### src/rtl/inst_prefetch_buf_if.sv
// Instruction-memory request/response bus: prefetch buffer is the master, imem the slave.
interface inst_prefetch_buf_if #(
  parameter int ADD_WIDTH  = 6,
  parameter int INST_WIDTH = 32
) ();
  logic                  imem_req;
  logic [ADD_WIDTH-1:0]  imem_addr;
  logic                  imem_gnt;
  logic                  imem_rvalid;
  logic [INST_WIDTH-1:0] imem_rdata;

  modport master (
    output imem_req, imem_addr,
    input  imem_gnt, imem_rvalid, imem_rdata
  );

  modport slave (
    input  imem_req, imem_addr,
    output imem_gnt, imem_rvalid, imem_rdata
  );
endinterface

### src/rtl/inst_prefetch_buf.sv
// Instruction prefetch FIFO in front of IF/ID: in-order fetch, redirect flush and drain of stale responses.
// Define PREFETCH_BYPASS_EN to forward a response straight to decode when the FIFO is empty.
module inst_prefetch_buf #(
  parameter int ADD_WIDTH  = 6,
  parameter int INST_WIDTH = 32,
  parameter int DEPTH      = 4,
  parameter int MAX_OUT    = 2
) (
  input  logic                  Clk,
  input  logic                  Rst,
  inst_prefetch_buf_if.master   imem,
  input  logic                  Stall,
  input  logic                  J,
  input  logic [ADD_WIDTH-1:0]  PC_J_add,
  output logic                  inst_valid,
  output logic [INST_WIDTH-1:0] Inst_out,
  output logic [ADD_WIDTH-1:0]  PC_out,
  output logic                  Ready
);
  localparam int PTR_W = $clog2(DEPTH);
  localparam int CNT_W = $clog2(DEPTH + 1);
  localparam int OUT_W = $clog2(MAX_OUT + 1);
  localparam int TAG_W = (MAX_OUT > 1) ? $clog2(MAX_OUT) : 1;

  typedef enum logic {ST_RUN = 1'b0, ST_DRAIN = 1'b1} state_t;

  state_t               state_reg, state_next;
  logic [ADD_WIDTH-1:0] fetch_pc_reg, fetch_pc_next;
  logic [OUT_W-1:0]     outstanding_reg, outstanding_next;
  logic [OUT_W-1:0]     discard_reg, discard_next;
  logic [CNT_W-1:0]     count_reg, count_next;
  logic [PTR_W-1:0]     wr_ptr_reg, wr_ptr_next;
  logic [PTR_W-1:0]     rd_ptr_reg, rd_ptr_next;
  logic [TAG_W-1:0]     tag_wr_reg, tag_wr_next;
  logic [TAG_W-1:0]     tag_rd_reg, tag_rd_next;

  logic [ADD_WIDTH-1:0]  pc_mem   [DEPTH];
  logic [INST_WIDTH-1:0] inst_mem [DEPTH];
  logic [ADD_WIDTH-1:0]  tag_mem  [MAX_OUT];

  logic                 run, credit_ok, req, grant;
  logic                 rsp_live, byp, head_valid, out_valid;
  logic                 push, fifo_pop;
  logic [ADD_WIDTH-1:0] rsp_pc;
  logic [OUT_W-1:0]     retire;
  logic [CNT_W:0]       credit_used;

  function automatic logic [TAG_W-1:0] tag_inc(input logic [TAG_W-1:0] p);
    return (p == TAG_W'(MAX_OUT - 1)) ? '0 : p + TAG_W'(1);
  endfunction

  assign run         = (state_reg == ST_RUN);
  assign head_valid  = (count_reg != '0);
  assign rsp_pc      = tag_mem[tag_rd_reg];
  assign retire      = OUT_W'(imem.imem_rvalid);

  // Every buffered or in-flight word holds a slot, so a returning response always fits.
  assign credit_used = {1'b0, count_reg} + (CNT_W + 1)'(outstanding_reg);
  assign credit_ok   = (credit_used < (CNT_W + 1)'(DEPTH)) &&
                       (outstanding_reg < OUT_W'(MAX_OUT));
  assign req         = run && !J && credit_ok;
  assign grant       = req && imem.imem_gnt;

  // Only responses of the current stream (RUN, no redirect this cycle) reach decode.
  assign rsp_live    = imem.imem_rvalid && run && !J;
`ifdef PREFETCH_BYPASS_EN
  assign byp         = rsp_live && !head_valid;
`else
  assign byp         = 1'b0;
`endif
  assign out_valid   = head_valid || byp;
  assign fifo_pop    = head_valid && !Stall && !J;
  assign push        = rsp_live && !(byp && !Stall);

  always_comb begin
    state_next       = state_reg;
    fetch_pc_next    = fetch_pc_reg;
    discard_next     = discard_reg;
    outstanding_next = outstanding_reg + OUT_W'(grant) - retire;
    count_next       = count_reg + CNT_W'(push) - CNT_W'(fifo_pop);
    wr_ptr_next      = push     ? wr_ptr_reg + PTR_W'(1) : wr_ptr_reg;
    rd_ptr_next      = fifo_pop ? rd_ptr_reg + PTR_W'(1) : rd_ptr_reg;
    tag_wr_next      = grant    ? tag_inc(tag_wr_reg) : tag_wr_reg;
    tag_rd_next      = imem.imem_rvalid ? tag_inc(tag_rd_reg) : tag_rd_reg;
    if (grant) begin
      fetch_pc_next = fetch_pc_reg + ADD_WIDTH'(4);
    end

    case (state_reg)
      ST_RUN: begin
        if (J) begin
          // A response retiring in the redirect cycle is already dropped, so it is not counted.
          discard_next = outstanding_reg - retire;
          if (discard_next != '0) begin
            state_next = ST_DRAIN;
          end
        end
      end
      ST_DRAIN: begin
        discard_next = discard_reg - retire;
        if (discard_next == '0) begin
          state_next = ST_RUN;
        end
      end
      default: state_next = ST_RUN;
    endcase

    if (J) begin
      fetch_pc_next = PC_J_add;
      count_next    = '0;
      wr_ptr_next   = '0;
      rd_ptr_next   = '0;
    end
  end

  always_ff @(posedge Clk or negedge Rst) begin
    if (!Rst) begin
      state_reg       <= ST_RUN;
      fetch_pc_reg    <= '0;
      outstanding_reg <= '0;
      discard_reg     <= '0;
      count_reg       <= '0;
      wr_ptr_reg      <= '0;
      rd_ptr_reg      <= '0;
      tag_wr_reg      <= '0;
      tag_rd_reg      <= '0;
    end else begin
      state_reg       <= state_next;
      fetch_pc_reg    <= fetch_pc_next;
      outstanding_reg <= outstanding_next;
      discard_reg     <= discard_next;
      count_reg       <= count_next;
      wr_ptr_reg      <= wr_ptr_next;
      rd_ptr_reg      <= rd_ptr_next;
      tag_wr_reg      <= tag_wr_next;
      tag_rd_reg      <= tag_rd_next;
    end
  end

  // Storage needs no reset: occupancy and pointers decide what is valid.
  always_ff @(posedge Clk) begin
    if (push) begin
      pc_mem[wr_ptr_reg]   <= rsp_pc;
      inst_mem[wr_ptr_reg] <= imem.imem_rdata;
    end
    if (grant) begin
      tag_mem[tag_wr_reg] <= fetch_pc_reg;
    end
  end

  assign imem.imem_req  = Rst && req;
  assign imem.imem_addr = fetch_pc_reg;
  assign inst_valid     = Rst && out_valid;
  assign Ready          = Rst && run;

  always_comb begin
    Inst_out = '0;
    PC_out   = '0;
    if (inst_valid) begin
      if (byp) begin
        Inst_out = imem.imem_rdata;
        PC_out   = rsp_pc;
      end else begin
        Inst_out = inst_mem[rd_ptr_reg];
        PC_out   = pc_mem[rd_ptr_reg];
      end
    end
  end

  a_no_overflow: assert property (@(posedge Clk) disable iff (!Rst)
    !(push && !fifo_pop && (count_reg == CNT_W'(DEPTH))));

endmodule
### src/flat_wrapper.sv
// flat-port wrapper written by rule: the top's interface ports become plain ports
module inst_prefetch_buf_flat 
#(
  parameter int ADD_WIDTH  = 6,
  parameter int INST_WIDTH = 32,
  parameter int DEPTH      = 4,
  parameter int MAX_OUT    = 2
)
  (Clk, Rst, Stall, J, PC_J_add, inst_valid, Inst_out, PC_out, Ready, imem_imem_req, imem_imem_addr, imem_imem_gnt, imem_imem_rvalid, imem_imem_rdata);
  inst_prefetch_buf_if #(.ADD_WIDTH(ADD_WIDTH), .INST_WIDTH(INST_WIDTH)) imem_i ();
  input  logic Clk;
  input  logic Rst;
  input  logic Stall;
  input  logic J;
  input  logic [ADD_WIDTH-1:0] PC_J_add;
  output logic inst_valid;
  output logic [INST_WIDTH-1:0] Inst_out;
  output logic [ADD_WIDTH-1:0] PC_out;
  output logic Ready;
  output wire logic [$bits(imem_i.imem_req)-1:0] imem_imem_req;
  output wire logic [$bits(imem_i.imem_addr)-1:0] imem_imem_addr;
  input wire logic [$bits(imem_i.imem_gnt)-1:0] imem_imem_gnt;
  input wire logic [$bits(imem_i.imem_rvalid)-1:0] imem_imem_rvalid;
  input wire logic [$bits(imem_i.imem_rdata)-1:0] imem_imem_rdata;
  assign imem_imem_req = imem_i.imem_req;
  assign imem_imem_addr = imem_i.imem_addr;
  assign imem_i.imem_gnt = imem_imem_gnt;
  assign imem_i.imem_rvalid = imem_imem_rvalid;
  assign imem_i.imem_rdata = imem_imem_rdata;
  inst_prefetch_buf #(.ADD_WIDTH(ADD_WIDTH), .INST_WIDTH(INST_WIDTH), .DEPTH(DEPTH), .MAX_OUT(MAX_OUT)) u_core (.Clk(Clk), .Rst(Rst), .imem(imem_i), .Stall(Stall), .J(J), .PC_J_add(PC_J_add), .inst_valid(inst_valid), .Inst_out(Inst_out), .PC_out(PC_out), .Ready(Ready));
endmodule
### config.mk
export PLATFORM = sky130hd
export DESIGN_NAME = inst_prefetch_buf_flat
export DESIGN_NICKNAME = d
export VERILOG_FILES = /design/src/rtl/inst_prefetch_buf_if.sv /design/src/rtl/inst_prefetch_buf.sv /design/src/flat_wrapper.sv
export SDC_FILE = /design/constraint.sdc
export NUM_CORES = 1
export LEC_CHECK = 0
export CORE_UTILIZATION = 24
export CTS_CLUSTER_SIZE = 16
export DETAILED_ROUTE_END_ITERATION = 16
export GPL_TIMING_DRIVEN = 0
export PLACE_DENSITY = 0.44
export REMOVE_ABC_BUFFERS = 1
export SLEW_MARGIN = 30
export SYNTH_ARGS = -nofsm -noshare
export SYNTH_HDL_FRONTEND = slang
export SYNTH_SLANG_ARGS = --single-unit
### constraint.sdc
create_clock -name Clk -period 2.3 [get_ports Clk]
set_input_delay 0.46 -clock Clk [delete_from_list [all_inputs] [get_ports Clk]]
set_output_delay 0.46 -clock Clk [all_outputs]
set_load 0.05 [all_outputs]
### After elaboration in Yosys (flattened, before gate mapping)

Memories as Yosys holds them, arrays and structs flattened.
Cells that the tools add are included.

| word-level totals | value |
|---|---|
| flip-flop bits (word level) | 20 |
| bits in writable memories | 164 |
| bits of input ports | 44 |
| output and inout port bits | 47 |
| word-level logic and storage cells | 68 |
| memories | 3 |

Memory list:

| name | depth | width | read ports | clocked after Yosys merged registers in | wr ports | line | RTL |
|---|---|---|---|---|---|---|---|
| u_core.inst_mem | 4 | 32 | 1 | 0 | 1 | inst_prefetch_buf.sv:38 | `logic [INST_WIDTH-1:0] inst_mem [DEPTH];` |
| u_core.pc_mem | 4 | 6 | 1 | 0 | 1 | inst_prefetch_buf.sv:37 | `logic [ADD_WIDTH-1:0] pc_mem [DEPTH];` |
| u_core.tag_mem | 2 | 6 | 1 | 0 | 1 | inst_prefetch_buf.sv:39 | `logic [ADD_WIDTH-1:0] tag_mem [MAX_OUT];` |

| cells by class | value |
|---|---|
| add/sub/neg operators | 12 |
| $lt $le $gt $ge | 2 |
| equal/unequal tests | 1 |
| multiplexer cells | 21 |
| bitwise logic cells | 1 |
| reduce and logical (&&, ||, !) cells | 19 |

Operator list:

| kind | number |
|---|---|
| 32-bit two-way mux | 1 |
| 6-bit two-way mux | 3 |
| 1-bit logical AND | 11 |
| 2-bit two-way mux | 5 |
| 1-bit two-way mux | 9 |
| 2-bit nonzero test | 4 |
| 6-bit by 3-bit adder with 6-bit output (second input constant) | 1 |
| 2-bit by 1-bit subtractor with 2-bit output | 3 |
| 2-bit by 1-bit adder with 2-bit output (second input constant) | 2 |
| 3-bit by 2-bit adder with 4-bit output | 1 |
| 4-bit by 3-bit < comparator with 1-bit output (second input constant) | 1 |
| 2-bit one-hot mux with 2 select lines | 1 |
| 3-bit by 1-bit adder with 3-bit output | 1 |
| 3-bit two-way mux | 1 |
| 3-bit nonzero test | 1 |
| 3-bit by 1-bit subtractor with 3-bit output | 1 |
| 1-bit adder (second input constant) | 2 |
| 2-bit by 1-bit adder with 2-bit output | 1 |
| 1-bit logical NOT | 2 |
| 2-bit logical NOT | 1 |
| 2-bit < comparator (second input constant) | 1 |
| 2-bit != test (second input constant) | 1 |
| 1-bit one-hot mux with 2 select lines | 1 |
| 1-bit NOT | 1 |

### Longest topological paths before layout

| depth | value |
|---|---|
| word-level depth | 7 |
| depth in mapped cells | 10 |
| depth with buffers taken out | 9 |

### Least setup slack after synthesis

No wires, ideal clock.

| path | value |
|---|---|
| kind | in2reg |
| start point | input J |
| end point | memory u_core.inst_mem[0][0], enable pin |
| setup time | 0.399 ns |
| arrival | 1.833 ns |
| data required time | 1.901 ns |
| path slack | 0.068 ns |
| stages on the path | 3 |
| path buffers | 1 |
| path through | clkbuf_1 nor2_1 and3_1 |

| between the ends | value |
|---|---|
| cells in the longest elaborated chain, start to end | 4 |

Ends and longest elaborated chain:

| item | line | RTL |
|---|---|---|
| start, declared | flat_wrapper.sv:14 | `input logic J;` |
| 1-bit logical NOT | inst_prefetch_buf.sv:65 | `assign rsp_live = imem.imem_rvalid && run && !J;` |
| 1-bit logical AND | inst_prefetch_buf.sv:65 |  |
| 1-bit two-way mux | inst_prefetch_buf.sv:142 | `if (push) begin` |
| 1-bit two-way mux (implied by the code) | inst_prefetch_buf.sv:144 | `inst_mem[wr_ptr_reg] <= imem.imem_rdata;` |
| end, declared | inst_prefetch_buf.sv:38 |  |

Every way passes these cells.

### Final worst setup path

| path | value |
|---|---|
| start point | register u_core.rd_ptr_reg[0] |
| end point | output Inst_out[15] |

| between the ends | value |
|---|---|
| cells in the longest elaborated chain, start to end | 2 |

Ends and longest elaborated chain:

| item | line | RTL |
|---|---|---|
| start, declared | inst_prefetch_buf.sv:33 | `logic [PTR_W-1:0] rd_ptr_reg, rd_ptr_next;` |
| start signal, assigned | inst_prefetch_buf.sv:134 | `rd_ptr_reg <= rd_ptr_next;` |
| memory read 4 x 32 bit | n/a |  |
| 32-bit two-way mux | inst_prefetch_buf.sv:159 | `if (inst_valid) begin` |
| end, declared | flat_wrapper.sv:17 | `output logic [INST_WIDTH-1:0] Inst_out;` |

Every way passes these cells.

==> results.toml <==
[timing]
hold_viol_final = 0
slew_headroom = 0.659
skew_ns = 0.00922
finalSetupViolCount = 38
fmax_ghz = 0.412
drv_slew = 0
worst_slew_pin_slew_ns = 0.509
rsz0062_at_grt = "true"
finalCritPeriodShare = 1.06
period_minus_slack_ns = 2.43
layout_setup_ws_ns = -0.129

[worst_setup_path]
crit_chain = "buf_6, buf_12, mux4_2, nor2b_4, buf_8"
arrival_ns = 1.97
max_stage_delay_ns = 0.51
cp.required_ns = 1.84
cp-startpoint = "u_core.rd_ptr_reg[0]"
path_class = "register to output pin"
crit_fanout = 6
r2r-start = "u_core.count_reg[2]"
endpoint_kind = "output pin"
crit_path_start_kind = "register"
cp_slowest_cell = "mux4_2"

[layout]
fin_util = 0.324
biggestRegsByFlops = "u_core.inst_mem: 128 flops, u_core.pc_mem: 24 flops, u_core.tag_mem: 12 flops"
layout-drive-gt1-share = 0.392
antenna_cells = 0
final_cell_count_no_fill = 901
largest_reg_flops = 128
layout.nets = 549
syn_to_final_growth_pct = 32.5
top_register = "u_core.inst_mem"
design_area_sq_um = 9920

[global_route]
grt_pass1_wl_microns = 23900
grt_pass1_vias = 4103
overflow = 0
grt_usage = 0.105
antenna_found_initial = 0
grt_max_degree = 26

[yosys]
ys_warn_count = 0
ys_seq_area_frac = 0.725
synth_top_area_frac = 0.658
ys_async_sr_fraction = 0.109
ys.flop_type = "edfxtp_1"
synth_edf_count = 164
synth_area_leaders = "edfxtp_1 (66%), mux4_2 (11%), dfrtp_1 (6.7%)"
netlist_area_sq_um = 7480
synth_cell_types = 33
syn_area_per_cell_sq_um = 20.0
synth-seq-cells = 184
synth_area_leader_cell = "edfxtp_1"
syn-instance-count = 374

[route]
first_pass_iters = 4
ant_nets = 0
totalWireLength_microns = 15700
vias = 3673
routedWlPerCell_microns = 17.4
drc = 0
avgViaCountPerCell = 4.08
drt_first_iter_violations = 200

[clock_network]
clk_pin_slew_ns = 0.07
cts.sinks = 184
cts_tree = "done"
clk_latency_ns = 0.42
htree_num_levels = 4
cts-root-buf = "clkbuf_16"
clockBufferDepth = 2
numCtsBuffers = 17

[status]
status = "complete, but fails checks"
violations = "setup timing"

[floorplanning]
dieArea_sq_um = 31900
std_cell_rows = 64
die_w_microns = 179
core_area_sq_um = 30600
start_util = 0.245
die_h_microns = 179
pin_count = 91

[place]
placed_area_sq_um = 8890
placedCellCount = 849
portBuffers = 90
hpwl_microns = 9140
place.gp.congestion = 0.686

[min_path]
hold_path_class = "input pin to async pin"

[power_and_ir_drop]
p_leak_nw = 3.39
max-vdd-ir-drop_mv = 0.379
power.density_nw_per_um2 = 1050

[job]
max_cap_violations = 0
## critical path: cells and delay by family, from the launching register on
kind / cells / cell delay, ns
flip-flops: 1 / 0.47
buffers and inverters: 3 / 0.41
AND/OR/NAND/NOR: 1 / 0.16
multiplexers: 1 / 0.51
## through the flow
step | hold slack, ns | total power [W] | TNS, ns | setup WS (ns)
detailed placement | 0.483 | 0.00704 | -143.59 | -1.15
floorplan | 0.164 | 0.00610 | -31.98 | -0.954
global placement | 0.477 | 0.00697 | -434.77 | -3.58
finish | 0.197 | 0.0104 | -3.56 | -0.129
global route | 0.232 | 0.0109 | -6.83 | -0.216
CTS | 0.494 | 0.0106 | -6.45 | -0.252
## report_power, final
group          leakage, nW  total, W  switching (W)  internal (W)
clock                0.274   0.00277        0.00134       0.00143
sequential            1.72   0.00409       0.000174       0.00391
combinational         1.40   0.00351        0.00183       0.00168
total                 3.39    0.0104        0.00334       0.00703
## synth_stat cells (3+ instances only)
| library cell | count |
|---|---|
| edfxtp_1 | 164 |
| mux4_2 | 38 |
| nor2b_1 | 28 |
| dfrtp_1 | 20 |
| nor2b_4 | 15 |
| ha_1 | 11 |
| inv_1 | 10 |
| nor2_1 | 9 |
| mux2_2 | 8 |
| buf_2 | 7 |
| xnor2_1 | 7 |
| and3_1 | 6 |
| nand2_1 | 6 |
| a21oi_1 | 5 |
| o21ai_0 | 5 |
| xor2_1 | 5 |
| and2_1 | 3 |
| clkbuf_1 | 3 |
| nand3_1 | 3 |
## cells by family (layout without fill, tap and decap cells)
| logic type | after synthesis | count (layout) | synth area share |
|---|---|---|---|
| DFF | 184 | 184 | 0.725 |
| and+or+nand+nor | 78 | 79 | 0.0766 |
| muxes | 48 | 48 | 0.129 |
| buffers and inverters | 28 | 158 | 0.0256 |
| adders and majority gates | 12 | 12 | 0.0211 |
| AOI/OAI and AO/OA | 12 | 12 | 0.00836 |
| xor gates and xnor gates | 12 | 12 | 0.0140 |
## layer usage
layer  routed length [microns]  track usage
met1                      6710        0.128
met2                      8220        0.184
met3                       542       0.0222
met4                       204       0.0350
met5                         0            0
## what timing repair did
action,in CTS,in global routing
pin swaps,4,5
endpoints found under the setup margin,207,41
hold buffers,1,0
cloned,3,0
hold endpoints to repair,20,0
buffers inserted,17,4
resized for setup,316,24
## cell usage in the layout (no fill, tap or decap), types with 5 or more instances in the layout
cell type        synthesis  final
clkinv_4                 0      5
inv_1                   10      9
clkbuf_16                0     17
nor2b_4                 15     34
ha_1                    11      9
dfrtp_1                 20     16
nor2b_1                 28      9
buf_12                   2     12
nand2_1                  6      6
mux4_2                  38     38
a21oi_1                  5      5
mux2_2                   8      8
xnor2_1                  7      7
xor2_1                   5      5
buf_4                    2     13
o21ai_0                  5      5
buf_6                    2     37
nor2_1                   9      8
clkdlybuf4s50_1          0     47
edfxtp_1               164    164
## area by class of cell
class | instances | area (sq um)
clock inverter | 14 | 141
sequential | 184 | 5440
tap | 396 | 495
multi-input combinational | 163 | 2070
clock buffer | 17 | 425
fill | 2941 | 20700
inverter | 10 | 37.5
timing repair buffer | 117 | 1310
## worst paths after layout
kind                                             to  slack, ns  cells after the start
min in group Clk                  u_core.tag_wr_reg       0.49                      1
max                                    Inst_out[15]      -0.13                      5
min reg2reg                       u_core.tag_wr_reg       0.49                      1
min                        u_core.imem.imem_addr[4]       0.20                      2
max in group asynchronous      u_core.rd_ptr_reg[1]       1.72                      2
max reg2reg                     u_core.count_reg[2]       0.12                     11
Note: power is estimated with default switching activity, not from simulation.
==> RTL change 1, RTL diff (config.mk and constraints unchanged) <==
Add a define of `PREFETCH_BYPASS_EN`.
--- a/src/rtl/inst_prefetch_buf.sv
+++ b/src/rtl/inst_prefetch_buf.sv
@@ -1,5 +1,7 @@
 // Instruction prefetch FIFO in front of IF/ID: in-order fetch, redirect flush and drain of stale responses.
 // Define PREFETCH_BYPASS_EN to forward a response straight to decode when the FIFO is empty.
+`define PREFETCH_BYPASS_EN
+
 module inst_prefetch_buf #(
   parameter int ADD_WIDTH  = 6,
   parameter int INST_WIDTH = 32,
Formal check against the unedited RTL: not equivalent (a bounded check fails within 4 cycles, from zero or initial values and one cycle with Rst low).
==> RTL change 1 against the unedited design <==
Wire length increased by 22%; sequential share of layout area decreased by 3.5 points; worst setup slack got worse by 0.049 ns; the flow still finishes with violations (setup timing); design area increased by 6.9%; sequential cell count unchanged; synthesized cell count increased by 25%; synthesized area increased by 4.0%; power increased by 11%; largest power group is now combinational logic.
==> RTL change 1: results <==
metrics = {
    "layout": {
        "multiInputGateArea_um2": 2445,
        "fillers": 3084,
        "drive_gt1_share_pct": 39.31,
        "fin_cells": 1015,
        "diodes": 0,
    },
    "clocking": {
        "clk_latency_ns": 0.43,
        "cts_max_path_buffers": 2,
        "postCtsSetupBuffers": 19,
        "cts_hold_buf": 1,
        "clock-root-buffer": "clkbuf_16",
        "clk_pin_slew_ns": 0.07,
        "cts_resized": 362,
        "h-tree-depth": 4,
    },
    "outcome": {
        "violations": "setup timing",
        "status": "complete, but fails checks",
    },
    "synth": {
        "synth_cells": 469,
        "synth_compound_area_share_pct": 5.789,
        "synth.distinct_cells": 39,
        "ys_seq_area_share_pct": 69.72,
        "synthAdderAreaFrac_pct": 2.026,
        "synth.area.top_cells": "edfxtp_1, mux4_2, dfrtp_1, a21boi_0, nand3_1",
        "synth.area.mux_share_pct": 12.16,
    },
    "sta": {
        "relSlewSlack_pct": 65.38,
        "fin_setup_tns_ns": -4.766,
        "setup_viol": 38,
        "skew_ns": 0.01033,
        "timing.hold.ws_ns": 0.1030,
        "final.setup.worst_slack_ns": -0.1784,
    },
    "placed_design": {
        "dp.cells": 945,
        "place_congestion": 0.7251,
        "dp_slack_ns": -1.768,
        "hpwl_mm": 11.72,
        "placed_cell_area_um2": 9344,
    },
    "detailed_routing": {
        "met3_length_um": 850,
        "first_iter_violations": 252,
        "drt-met1-wl_mm": 8.213,
        "wl_met2_mm": 9.858,
        "num_vias": 4528,
        "wire_per_inst_um": 18.88,
    },
    "setup_path": {
        "cp_slowest_cell": "dfrtp_4",
        "r2r-start": "u_core.count_reg[2]",
        "critPathArrivalTime_ns": 2.02,
        "reg2reg_depth": 9,
        "rr_endpoint": "u_core.count_reg[1]",
        "critPathTopFamily": "flip-flops",
    },
    "global_route": {
        "grt_pass1_vias": 5094,
        "grtUsageMet1_pct": 14.46,
        "grt_start_max_net_pins": 36,
        "use_met2_pct": 20.54,
        "gr-usage-met3_pct": 3.313,
    },
    "power": {
        "peakVddDrop_v": 0.0004832,
        "pwr-share-clk_pct": 24.6,
        "p_comb_share_pct": 40.3,
        "p_sw_share_pct": 35.19,
        "p_leak_nw": 3.536,
        "power.total_mw": 11.52,
    },
    "worst_hold_path": {
        "hold_class": "in2async",
    },
}
RTL change 1: cell count changes after synthesis, sizes merged, moves of 3 or more:
cell / change
xnor2: -5
inv: +4
nor2: -3
nand2: +33
nand3: +37
clkbuf: +19
nor2b: -40
buf: -7
or4: +4
a21boi: +39
RTL change 1: worst max-delay path by stage:
stage | start | end | cells past startpoint | slack [ns]
2_1_floorplan | u_core.rd_ptr_reg[0] | Inst_out[0] | 3 | -1.44
3_3_place_gp | J | u_core.inst_mem[3][23] | 3 | -4.20
3_5_place_dp | J | Inst_out[16] | 7 | -1.77
4_1_cts | u_core.rd_ptr_reg[0] | Inst_out[19] | 6 | -0.22
5_1_grt | u_core.rd_ptr_reg[0] | PC_out[3] | 6 | -0.26
6_report | u_core.rd_ptr_reg[0] | Inst_out[9] | 6 | -0.18
RTL change 1: area by class of cell:
class	count	share of cell area (%)
flip-flops and latches	184	51.28
multi-input cells	241	23.06
repair buffers	142	14.90
well taps	402	4.743
clock buffers	17	4.012
clock inverters	15	1.510
inverters	14	0.4956
==> RTL change 2, RTL diff (same settings) <==
Without the edit above. Make the reset (`Rst`) synchronous in one clocked block.
--- a/src/rtl/inst_prefetch_buf.sv
+++ b/src/rtl/inst_prefetch_buf.sv
@@ -113,7 +113,7 @@
     end
   end
 
-  always_ff @(posedge Clk or negedge Rst) begin
+  always_ff @(posedge Clk) begin
     if (!Rst) begin
       state_reg       <= ST_RUN;
       fetch_pc_reg    <= '0;
Formal check against the unedited RTL: differs if Rst is asserted again (counterexample within 4 cycles, from zero or initial values and one cycle with Rst low); with Rst held inactive, the same outputs for 4 cycles.
==> RTL change 2 against the unedited design <==
The run still ends with setup timing left; synthesized area decreased by 1.8%; sequential cell count increased by 3; worst setup slack improved by 0.036 ns; count of clock-buffer cells in the layout increased by 1; wire length increased by 2.9%; global-route usage increased by 0.22 points; synthesized cell count increased by 3.7%; via count increased by 3.8%; design area increased by 0.50%; largest cell class unchanged; die area decreased by 1.8%.
Power is not compared: it rests on default switching activity, and its combinational part moved more than twofold at a synthesized area within 25%.
==> RTL change 2: results <==
metrics = {
    "global_route": {
        "grt_pass1_wl_mm": 24.10,
        "grt_pass1_vias": 4103,
        "grtUsageMet1_pct": 13.50,
        "grt_start_max_net_pins": 29,
        "grt_use_total_pct": 10.74,
        "gr-usage-met3_pct": 2.728,
    },
    "layout": {
        "multi_input_gates": 174,
        "buffers": 112,
        "fin_area_um2": 9966,
        "nNetsFinal": 562,
        "nClkBuffers": 18,
        "seq_share_pct": 54.22,
        "nNonClkInverters": 14,
        "buffer_area_share_pct": 13.30,
        "clk_share_pct": 6.051,
        "fillers": 2854,
        "multi_input_area_share_pct": 21.00,
        "drive_gt1_share_pct": 35.84,
    },
    "worst_hold_path": {
        "min_to": "u_core.wr_ptr_reg[1]",
        "hold_class": "reg2reg",
    },
    "synth": {
        "ys_seq_area_share_pct": 73.33,
        "synth_common_cells": "edfxtp_1, nor2b_1, mux4_2, dfxtp_1, inv_1",
        "syn_avg_cell_area_um2": 18.93,
        "synth.distinct_cells": 35,
        "synth.area.top_cells": "edfxtp_1, mux4_2, dfxtp_1, nor2b_1, ha_1",
        "async_flop_share_pct": 0,
        "synth_compound_area_share_pct": 1.551,
        "yosys.area_share.xor_xnor_pct": 1.193,
        "synthAdderAreaFrac_pct": 2.147,
        "synth.area.mux_share_pct": 12.85,
    },
    "setup_path": {
        "reg2reg_depth": 12,
        "critPathArrivalTime_ns": 1.93,
        "critPathTopFamily": "multiplexers",
        "rr_endpoint": "u_core.count_reg[2]",
        "r2r-start": "u_core.count_reg[2]",
        "worstSetupEndpoint": "Inst_out[7]",
        "r2r_setup_slack_ns": 0.10,
    },
    "outcome": {
        "violations": "setup timing",
        "status": "complete, but fails checks",
    },
    "placed_design": {
        "hpwl_mm": 9.171,
        "dp_slack_ns": -1.286,
        "placed_cell_area_um2": 8800,
        "dp.cells": 859,
    },
    "detailed_routing": {
        "drt_wl_total_mm": 16.13,
        "wire_per_inst_um": 17.74,
        "first_iter_violations": 148,
        "num_vias": 3813,
    },
    "sta": {
        "fin_setup_tns_ns": -1.478,
        "skew_ns": 0.01137,
        "setup_viol": 28,
        "timing.hold.ws_ns": 0.5071,
        "final.setup.worst_slack_ns": -0.09337,
        "worst_slew_pin_slew_ns": 0.5564,
    },
    "clocking": {
        "cts_max_path_buffers": 2,
        "clock_sinks": 187,
    },
    "floorplanning": {
        "num_rows": 63,
    },
}
-- RTL change 2: cell types whose count changed in the layout (fill, tap and decap cells not counted), sizes merged, moves of 3 or more --
| cell | delta |
|---|---|
| inv | +6 |
| dfxtp | +23 |
| o21ai | +4 |
| dfrtp | -20 |
| and2 | +5 |
| nand2 | +3 |
| clkinv | -4 |
| buf | -7 |
-- RTL change 2: layer usage --
| metal | wire length, µm | share of wire [%] |
|---|---|---|
| met5 | 0 | 0 |
| met4 | 138 | 0.86 |
| met3 | 595 | 3.7 |
| met2 | 8017 | 50 |
| met1 | 7379 | 46 |
-- RTL change 2: what timing repair did --
item                       CTS  global route
resized for setup          290            78
pin swaps                    3             6
setup endpoints to repair   43            42
buffers inserted             9             3
cloned                       6             0
-- RTL change 2: tightest hold or removal path, stage by stage, from the launching register on --
cell	delay, ns
dfxtp_1	0.34
nand2_1	0.06
a21oi_1	0.05
